===== src/rtl/cpu_types_pkg.sv =====
// Shared CPU types for the write-back stage: word/register widths, load types, WB FSM states,
// and the MEM/WB pipeline register payload.
package cpu_types_pkg;

  localparam int unsigned WORD_W = 32;
  localparam int unsigned REG_W  = 5;

  typedef logic [WORD_W-1:0] word_t;
  typedef logic [REG_W-1:0]  regbits_t;

  typedef enum logic [2:0] {
    LW  = 3'd0,
    LH  = 3'd1,
    LHU = 3'd2,
    LB  = 3'd3,
    LBU = 3'd4
  } load_t;

  typedef enum logic {
    IDLE = 1'b0,
    WAIT = 1'b1
  } wb_state_t;

  typedef struct packed {
    logic     valid;
    logic     regwen;
    regbits_t wsel;
    word_t    dat;
  } mem_wb_t;

endpackage


===== src/rtl/writeback_stage_load_extend.sv =====
// Combinational load extender: picks a byte/halfword lane (big-endian) and sign/zero extends it.
// Compiled only when WB_LOAD_EXT_EN is defined.
`ifdef WB_LOAD_EXT_EN
module load_extend
  import cpu_types_pkg::*;
(
  input  load_t      i_ltype,
  input  logic [1:0] i_addr,
  input  word_t      i_dload,
  output word_t      o_dat
);

  logic [7:0]  w_byte;
  logic [15:0] w_half;

  always_comb begin
    w_byte = 8'h00;
    w_half = 16'h0000;
    o_dat  = i_dload;
    // Byte lane 0 is the most significant byte
    case (i_addr)
      2'd0:    w_byte = i_dload[31:24];
      2'd1:    w_byte = i_dload[23:16];
      2'd2:    w_byte = i_dload[15:8];
      default: w_byte = i_dload[7:0];
    endcase
    w_half = i_addr[1] ? i_dload[15:0] : i_dload[31:16];
    case (i_ltype)
      LB:      o_dat = {{24{w_byte[7]}}, w_byte};
      LBU:     o_dat = {24'h000000, w_byte};
      LH:      o_dat = {{16{w_half[15]}}, w_half};
      LHU:     o_dat = {16'h0000, w_half};
      default: o_dat = i_dload;
    endcase
  end

endmodule
`endif


===== src/rtl/writeback_stage.sv =====
// MEM/WB pipeline register and register-file write-back with load-wait stall and forwarding bus.
// Optional WB_LOAD_EXT_EN routes load data through load_extend (byte/halfword loads).
module writeback_stage
  import cpu_types_pkg::*;
#(
  parameter int unsigned CNT_W    = 16,
  parameter int unsigned LINK_REG = 31
) (
  input  logic             CLK,
  input  logic             nRst,
  input  logic             mem_valid,
  input  logic             mem_regwen,
  input  logic             mem_memtoreg,
  input  logic             mem_link,
  input  logic [4:0]       mem_wsel,
  input  logic [31:0]      mem_alu,
  input  logic [31:0]      mem_pc4,
  input  logic [2:0]       mem_ltype,
  input  logic             dhit,
  input  logic [31:0]      dload,
  input  logic             flush,
  output logic             mem_stall,
  output logic             rf_wen,
  output logic [4:0]       rf_wsel,
  output logic [31:0]      rf_wdat,
  output logic             fwd_valid,
  output logic [4:0]       fwd_sel,
  output logic [31:0]      fwd_dat,
  output logic [CNT_W-1:0] ld_wait_cnt
);

  localparam regbits_t LINK_SEL = REG_W'(LINK_REG);

  mem_wb_t          r_wb;
  mem_wb_t          w_wb_nxt;
  wb_state_t        r_state;
  wb_state_t        w_state_nxt;
  logic [CNT_W-1:0] r_cnt;
  logic [CNT_W-1:0] w_cnt_nxt;
  word_t            w_load_dat;

`ifdef WB_LOAD_EXT_EN
  load_extend u_load_extend (
    .i_ltype (load_t'(mem_ltype)),
    .i_addr  (mem_alu[1:0]),
    .i_dload (dload),
    .o_dat   (w_load_dat)
  );
`else
  logic w_unused_ltype;
  assign w_unused_ltype = ^mem_ltype;
  assign w_load_dat     = dload;
`endif

  assign mem_stall = mem_valid & mem_memtoreg & ~dhit;

  // Next WB register contents; flush and load stalls insert a bubble
  always_comb begin
    w_wb_nxt = r_wb;
    if (flush || mem_stall) begin
      w_wb_nxt.valid = 1'b0;
    end else begin
      w_wb_nxt.valid  = mem_valid;
      w_wb_nxt.regwen = mem_regwen | mem_link;
      w_wb_nxt.wsel   = mem_link ? LINK_SEL : mem_wsel;
      w_wb_nxt.dat    = mem_link ? mem_pc4 : (mem_memtoreg ? w_load_dat : mem_alu);
    end
  end

  always_ff @(posedge CLK or negedge nRst) begin
    if (!nRst) begin
      r_wb <= '0;
    end else begin
      r_wb <= w_wb_nxt;
    end
  end

  always_ff @(posedge CLK or negedge nRst) begin
    if (!nRst) begin
      r_state <= IDLE;
      r_cnt   <= '0;
    end else begin
      r_state <= w_state_nxt;
      r_cnt   <= w_cnt_nxt;
    end
  end

  // Load-wait tracking and saturating stall counter
  always_comb begin
    w_state_nxt = r_state;
    w_cnt_nxt   = r_cnt;
    case (r_state)
      IDLE: if (mem_stall) w_state_nxt = WAIT;
      WAIT: begin
        if (dhit || flush || !mem_valid) w_state_nxt = IDLE;
        else if (!mem_stall)             w_state_nxt = IDLE;
      end
      default: w_state_nxt = IDLE;
    endcase
    if (mem_stall && (r_cnt != '1)) begin
      w_cnt_nxt = r_cnt + CNT_W'(1);
    end
  end

  assign rf_wen      = r_wb.valid & r_wb.regwen & (r_wb.wsel != '0);
  assign rf_wsel     = r_wb.wsel;
  assign rf_wdat     = r_wb.dat;
  assign fwd_valid   = rf_wen;
  assign fwd_sel     = r_wb.wsel;
  assign fwd_dat     = r_wb.dat;
  assign ld_wait_cnt = r_cnt;

endmodule


===== config.mk =====
export PLATFORM = sky130hd
export DESIGN_NAME = writeback_stage
export DESIGN_NICKNAME = d
export VERILOG_FILES = /design/src/rtl/cpu_types_pkg.sv /design/src/rtl/writeback_stage_load_extend.sv /design/src/rtl/writeback_stage.sv
export SDC_FILE = /design/constraint.sdc
export NUM_CORES = 1
export LEC_CHECK = 0
export ABC_AREA = 1
export CORE_ASPECT_RATIO = 1.5
export CORE_MARGIN = 2
export CORE_UTILIZATION = 44
export CTS_BUF_LIST = sky130_fd_sc_hd__clkbuf_2 sky130_fd_sc_hd__clkbuf_4 sky130_fd_sc_hd__clkbuf_8
export DETAILED_ROUTE_END_ITERATION = 16
export GPL_TIMING_DRIVEN = 0
export HOLD_SLACK_MARGIN = 0.08
export PLACE_DENSITY = 0.89
export SLEW_MARGIN = 10
export SYNTH_ARGS = -nofsm -noshare
export SYNTH_HDL_FRONTEND = slang
export SYNTH_HIERARCHICAL = 1
export SYNTH_SLANG_ARGS = --single-unit

===== constraint.sdc =====
create_clock -name CLK -period 2.6 [get_ports CLK]
set_clock_uncertainty 0.15 [all_clocks]
set_input_delay 0.52 -clock CLK [delete_from_list [all_inputs] [get_ports CLK]]
set_output_delay 0.52 -clock CLK [all_outputs]
set_load 0.01 [all_outputs]

# Yosys cells after proc, flatten, opt, wreduce, memory -nomap -nowiden
# Cells that the tools add are included.
dict set report classes {
  addsub 1
  n_mux 4
  bitwise 6
  eq_ne 1
  reduce_logical 3
}
# cell count
set op_table {}
lappend op_table {{$mux 32} 2}
lappend op_table {{$add 16x1->16 const B} 1}
lappend op_table {{$ne 16x16->1 const B} 1}
lappend op_table {{$mux 5} 1}
lappend op_table {{$reduce_bool 5->1} 1}
lappend op_table {{$and 1x1->1} 4}
lappend op_table {{$logic_and 1x1->1} 1}
lappend op_table {{$logic_or 1x1->1} 1}
lappend op_table {{$mux 1} 1}
lappend op_table {{$not 1->1} 1}
lappend op_table {{$or 1x1->1} 1}
dict set report totals {
  inputBits 112
  elab_cells 20
  output_inout_bits 93
  regBits 55
}

# Longest topological paths before layout
dict set report logic_depth {
  word_depth 4
  depth_mapped 9
  mapped_depth_nobuf 9
}

# Worst setup path after synthesis
# Ideal clock, no wire load.
dict set report synth_timing {
  kind {register to register}
  start {register r_cnt[0] (netlist: ld_wait_cnt[0])}
  end {register r_cnt[13] (netlist: ld_wait_cnt[13])}
  required_ps 2334
  setup_ps 116
  t_arrival_ps 1416
  stages_incl_launch_ff 10
  path_slack_ps 917
  synth_period_minus_slack_ps 1683
  path_buffers 1
  path_cell_list {dfrtp_1 > ha_1 > nand3_2 > inv_2 > nand2_1 > nor2_4 > nor2_4 > buf_8 > nand2_1 > nand2_1}
}
dict set report synth_via {
  elab_chain_len 2
  word_cells_on_any_way 3
  classes_between {add/sub (1); eq/ne (1); reduce/logical (1)}
}
# item line
set synth_lines {}
lappend synth_lines {{start, declared} writeback_stage.sv:38} ;# logic [CNT_W-1:0] r_cnt;
lappend synth_lines {{start signal, assigned} writeback_stage.sv:84} ;# r_cnt <= w_cnt_nxt;
lappend synth_lines {{parallel branches: the longest is 2 deep, another holds $add 16x1->16} --}
# Parallel ways; which one is timed is not known.
# A chain may end at the register's enable or synchronous reset.

# Worst setup path after layout
dict set report layout_timing {
  start {input mem_valid}
  end {output mem_stall}
}
dict set report layout_via {
  elab_chain_len 2
}
# item line
set layout_lines {}
lappend layout_lines {{start, declared} writeback_stage.sv:11} ;# input logic mem_valid,
lappend layout_lines {{$and 1x1->1 (2 in a row)} writeback_stage.sv:55} ;# assign mem_stall = mem_valid & mem_memtoreg & ~dhit;
lappend layout_lines {{end, declared} writeback_stage.sv:22} ;# output logic mem_stall,
# No other way between the ends.

==> impl_metrics.json <==
{
  "avgViaCountPerCell": 4.81,
  "muxShareOfSynthArea_pct": 8.36,
  "synth_seq_cells": 55,
  "finalWirelength_um": 11700,
  "start_util_pct": 45.5,
  "port-buffer-count": 200,
  "htree_levels": 2,
  "report.final.slew_viol_count": 0,
  "dp_hpwl_um": 9680,
  "gp_congestion": 0.891,
  "synth_top_family_by_area": "buffers and inverters",
  "drive_above_1_share_pct": 17.6,
  "die_x_um": 80.2,
  "drc": 0,
  "grt_pass1_wl_um": 18900,
  "final_util_pct": 72.6,
  "fp.dieH_um": 118,
  "startpoint_type": "primary input",
  "syn_area_per_cell_um2": 7.71,
  "synth.distinct_cells": 28,
  "crit_type": "primary input to output pin",
  "synth_xor_xnor_area_share_pct": 0.686,
  "coreArea_mm2": 0.00841,
  "power.switching_mw": 0.877,
  "final_cell_mix": "clkdlybuf4s50_1, nand2_1, buf_4, o21ai_0, dfrtp_1",
  "ant_nets": 0,
  "worstPathRequired_ps": 1930,
  "crit_path_frequent_cell": "clkdlybuf4s50_1",
  "mostFrequentLayoutCell": "clkdlybuf4s50_1",
  "crit_buf_inv": 2,
  "synth-simple-area-share_pct": 20.6,
  "grt_max_degree": 33,
  "crit_path_end_kind": "output pin",
  "max_slew_margin_pct": 62.3,
  "fin_ws_ps": 138,
  "worst_pin_slew_ps": 565,
  "slowest_stage": "clkdlybuf4s50_1",
  "synth-compound-area-share_pct": 11.2,
  "status": "finished clean",
  "yosys_warnings": 6,
  "nFillCells": 667,
  "cap_violations": 0,
  "areaGrowthSynthToFinish_pct": 59.4,
  "antenna_found_initial": 0,
  "p_leak_nw": 2.87,
  "hold_viol_final": 0,
  "clk_pin_slew_ps": 100,
  "drt-initial-drc-count": 165,
  "p_comb_share_pct": 42.6,
  "power.share.clock_pct": 18.2,
  "whs_path_depth": 2,
  "synth_fa_ha_area_share_pct": 0.327,
  "dp_worst_setup_slack_ps": 61.7,
  "power_density_mw_per_mm2": 464,
  "mappedNetlistArea_mm2": 0.00383,
  "crit_path_max_fanout": 5,
  "cts_sinks": 55,
  "whs_ps": 352,
  "syn-num-nets": 610,
  "sequentialPowerShare_pct": 39.3,
  "cp_top_family": "buffers and inverters",
  "cts_tree": "done",
  "cts_max_path_buffers": 2,
  "dr_total_vias": 3924,
  "nets": 821,
  "fin_crit_sh_pct": 94.7,
  "overflow": 0,
  "slowest_delay_ps": 550,
  "ctsResizeCount": 0,
  "ys_seq_area_share_pct": 35.9,
  "ir_drop_mv": 0.286,
  "syn_inst": 497,
  "grt_pass1_vias": 4061,
  "drt-pass1-iter-count": 5,
  "fmax_mhz": 406,
  "numCtsBuffers": 5,
  "min_period_ps": 2460,
  "diodes": 0,
  "arrival_ps": 1790,
  "crit_cells": 4,
  "grtUsageTotal_pct": 25.1,
  "core.rowCount": 41,
  "clk_latency_ps": 320,
  "hp-class": "flip-flop to flip-flop",
  "p_sw_share_pct": 31.0,
  "cp_cell_sequence": "clkdlybuf4s50_1, nand2_1, nor2_4, clkdlybuf4s50_1",
  "wl_per_cell_um": 14.3,
  "cts-root-buf": "clkbuf_8",
  "rsz0062_at_grt": "no",
  "p_int_mw": 1.95,
  "io_pins": 205,
  "setup_viol": 0,
  "reg2regPathDepth": 9,
  "dieArea_mm2": 0.00949
}
kinds of logic after synthesis:
| logic type | count (synthesis) |
|---|---|
| buf+inv | 144 |
| fa+ha+maj | 1 |
| xor+xnor | 3 |
| simple gates | 180 |
| mux | 32 |
| flops | 55 |
| compound gates | 82 |
cell usage after synthesis, drive strengths merged:
library cell / number / area [um2]
nor3: 1 / 5.00
mux2i: 32 / 320
xor2: 1 / 8.76
nand4: 5 / 37.5
dfrtp: 55 / 1380
clkbuf: 7 / 32.5
inv: 50 / 188
ha: 1 / 12.5
nand3b: 3 / 22.5
o21ai: 82 / 429
nand2: 138 / 531
buf: 87 / 657
nand3: 10 / 55.1
xnor2: 2 / 17.5
nor2: 23 / 139
path summary, 6_finish.rpt:
kind | slack [ps] | startpoint | endpoint
setup / recovery | 140 | mem_valid | mem_stall
hold / removal | 350 | r_wb[37]$_DFFE_PN0N_ | r_wb[37]$_DFFE_PN0N_
setup reg to reg | 710 | ld_wait_cnt[0]$_DFFE_PN0P_ | ld_wait_cnt[0]$_DFFE_PN0P_
hold reg to reg | 350 | r_wb[37]$_DFFE_PN0N_ | r_wb[37]$_DFFE_PN0N_
max in group asynchronous | 1170 | nRst | fwd_dat[2]$_DFFE_PN0N_
min in group asynchronous | 570 | nRst | fwd_sel[1]$_DFFE_PN0N_
cell type report:
type,instances,area (um2),area share [%]
Timing Repair Buffer,204,2040,33.4
Multi-Input combinational cell,298,1580,25.8
Sequential cell,55,1380,22.5
Buffer,94,689,11.3
Inverter,50,188,3.07
Tap cell,107,134,2.19
Clock buffer,6,82.6,1.35
Clock inverter,2,16.3,0.266
state kept, by name, summed over array words and instances (netlist names):
name	cells
r_wb	2
ld_wait_cnt	16
fwd_sel	5
fwd_dat	32
metrics by stage:
step / total power, mW / instances / setup TNS (ps) / instance area, um2
CTS: 2.86 / 814 / 0 / 6090
detailed placement: 2.34 / 805 / 0 / 5980
global placement: 2.29 / 804 / -43290 / 5970
finish: 2.83 / 816 / 0 / 6110
global route: 3.00 / 816 / 0 / 6110
floorplan: 1.67 / 497 / 0 / 3830
what timing repair did:
item                                   in CTS  in global routing
setup endpoints to repair                   0                  1
hold buffers                                1                  0
endpoints found under the hold margin      23                  0
buffers inserted                            0                  2
worst reg2reg max path, delay by kind of cell, from the launching register on:
kind                     cells  cell delay [ps]
buffers and inverters        2              270
AND/OR/NAND/NOR              6              580
flip-flops                   1              500
adder cells (fa/ha/maj)      1              310
power groups by stage:
stage | clock [mW] | sequential (mW) | combinational, mW
floorplan | 0 | 1.10 | 0.564
global placement | 0 | 1.12 | 1.17
detailed placement | 0 | 1.13 | 1.21
CTS | 0.527 | 1.11 | 1.22
global route | 0.565 | 1.13 | 1.30
finish | 0.514 | 1.11 | 1.20
per-layer routing:
metal	vias to the layer above	part of all wire [%]	global-route usage, %
met3	19	7.0	5.11
met1	1815	33	25.6
li1	1921	-	-
met4	0	2.3	9.96
met5	-	0	0
met2	169	57	47.9
Note: power is estimated with default switching activity, not from simulation.
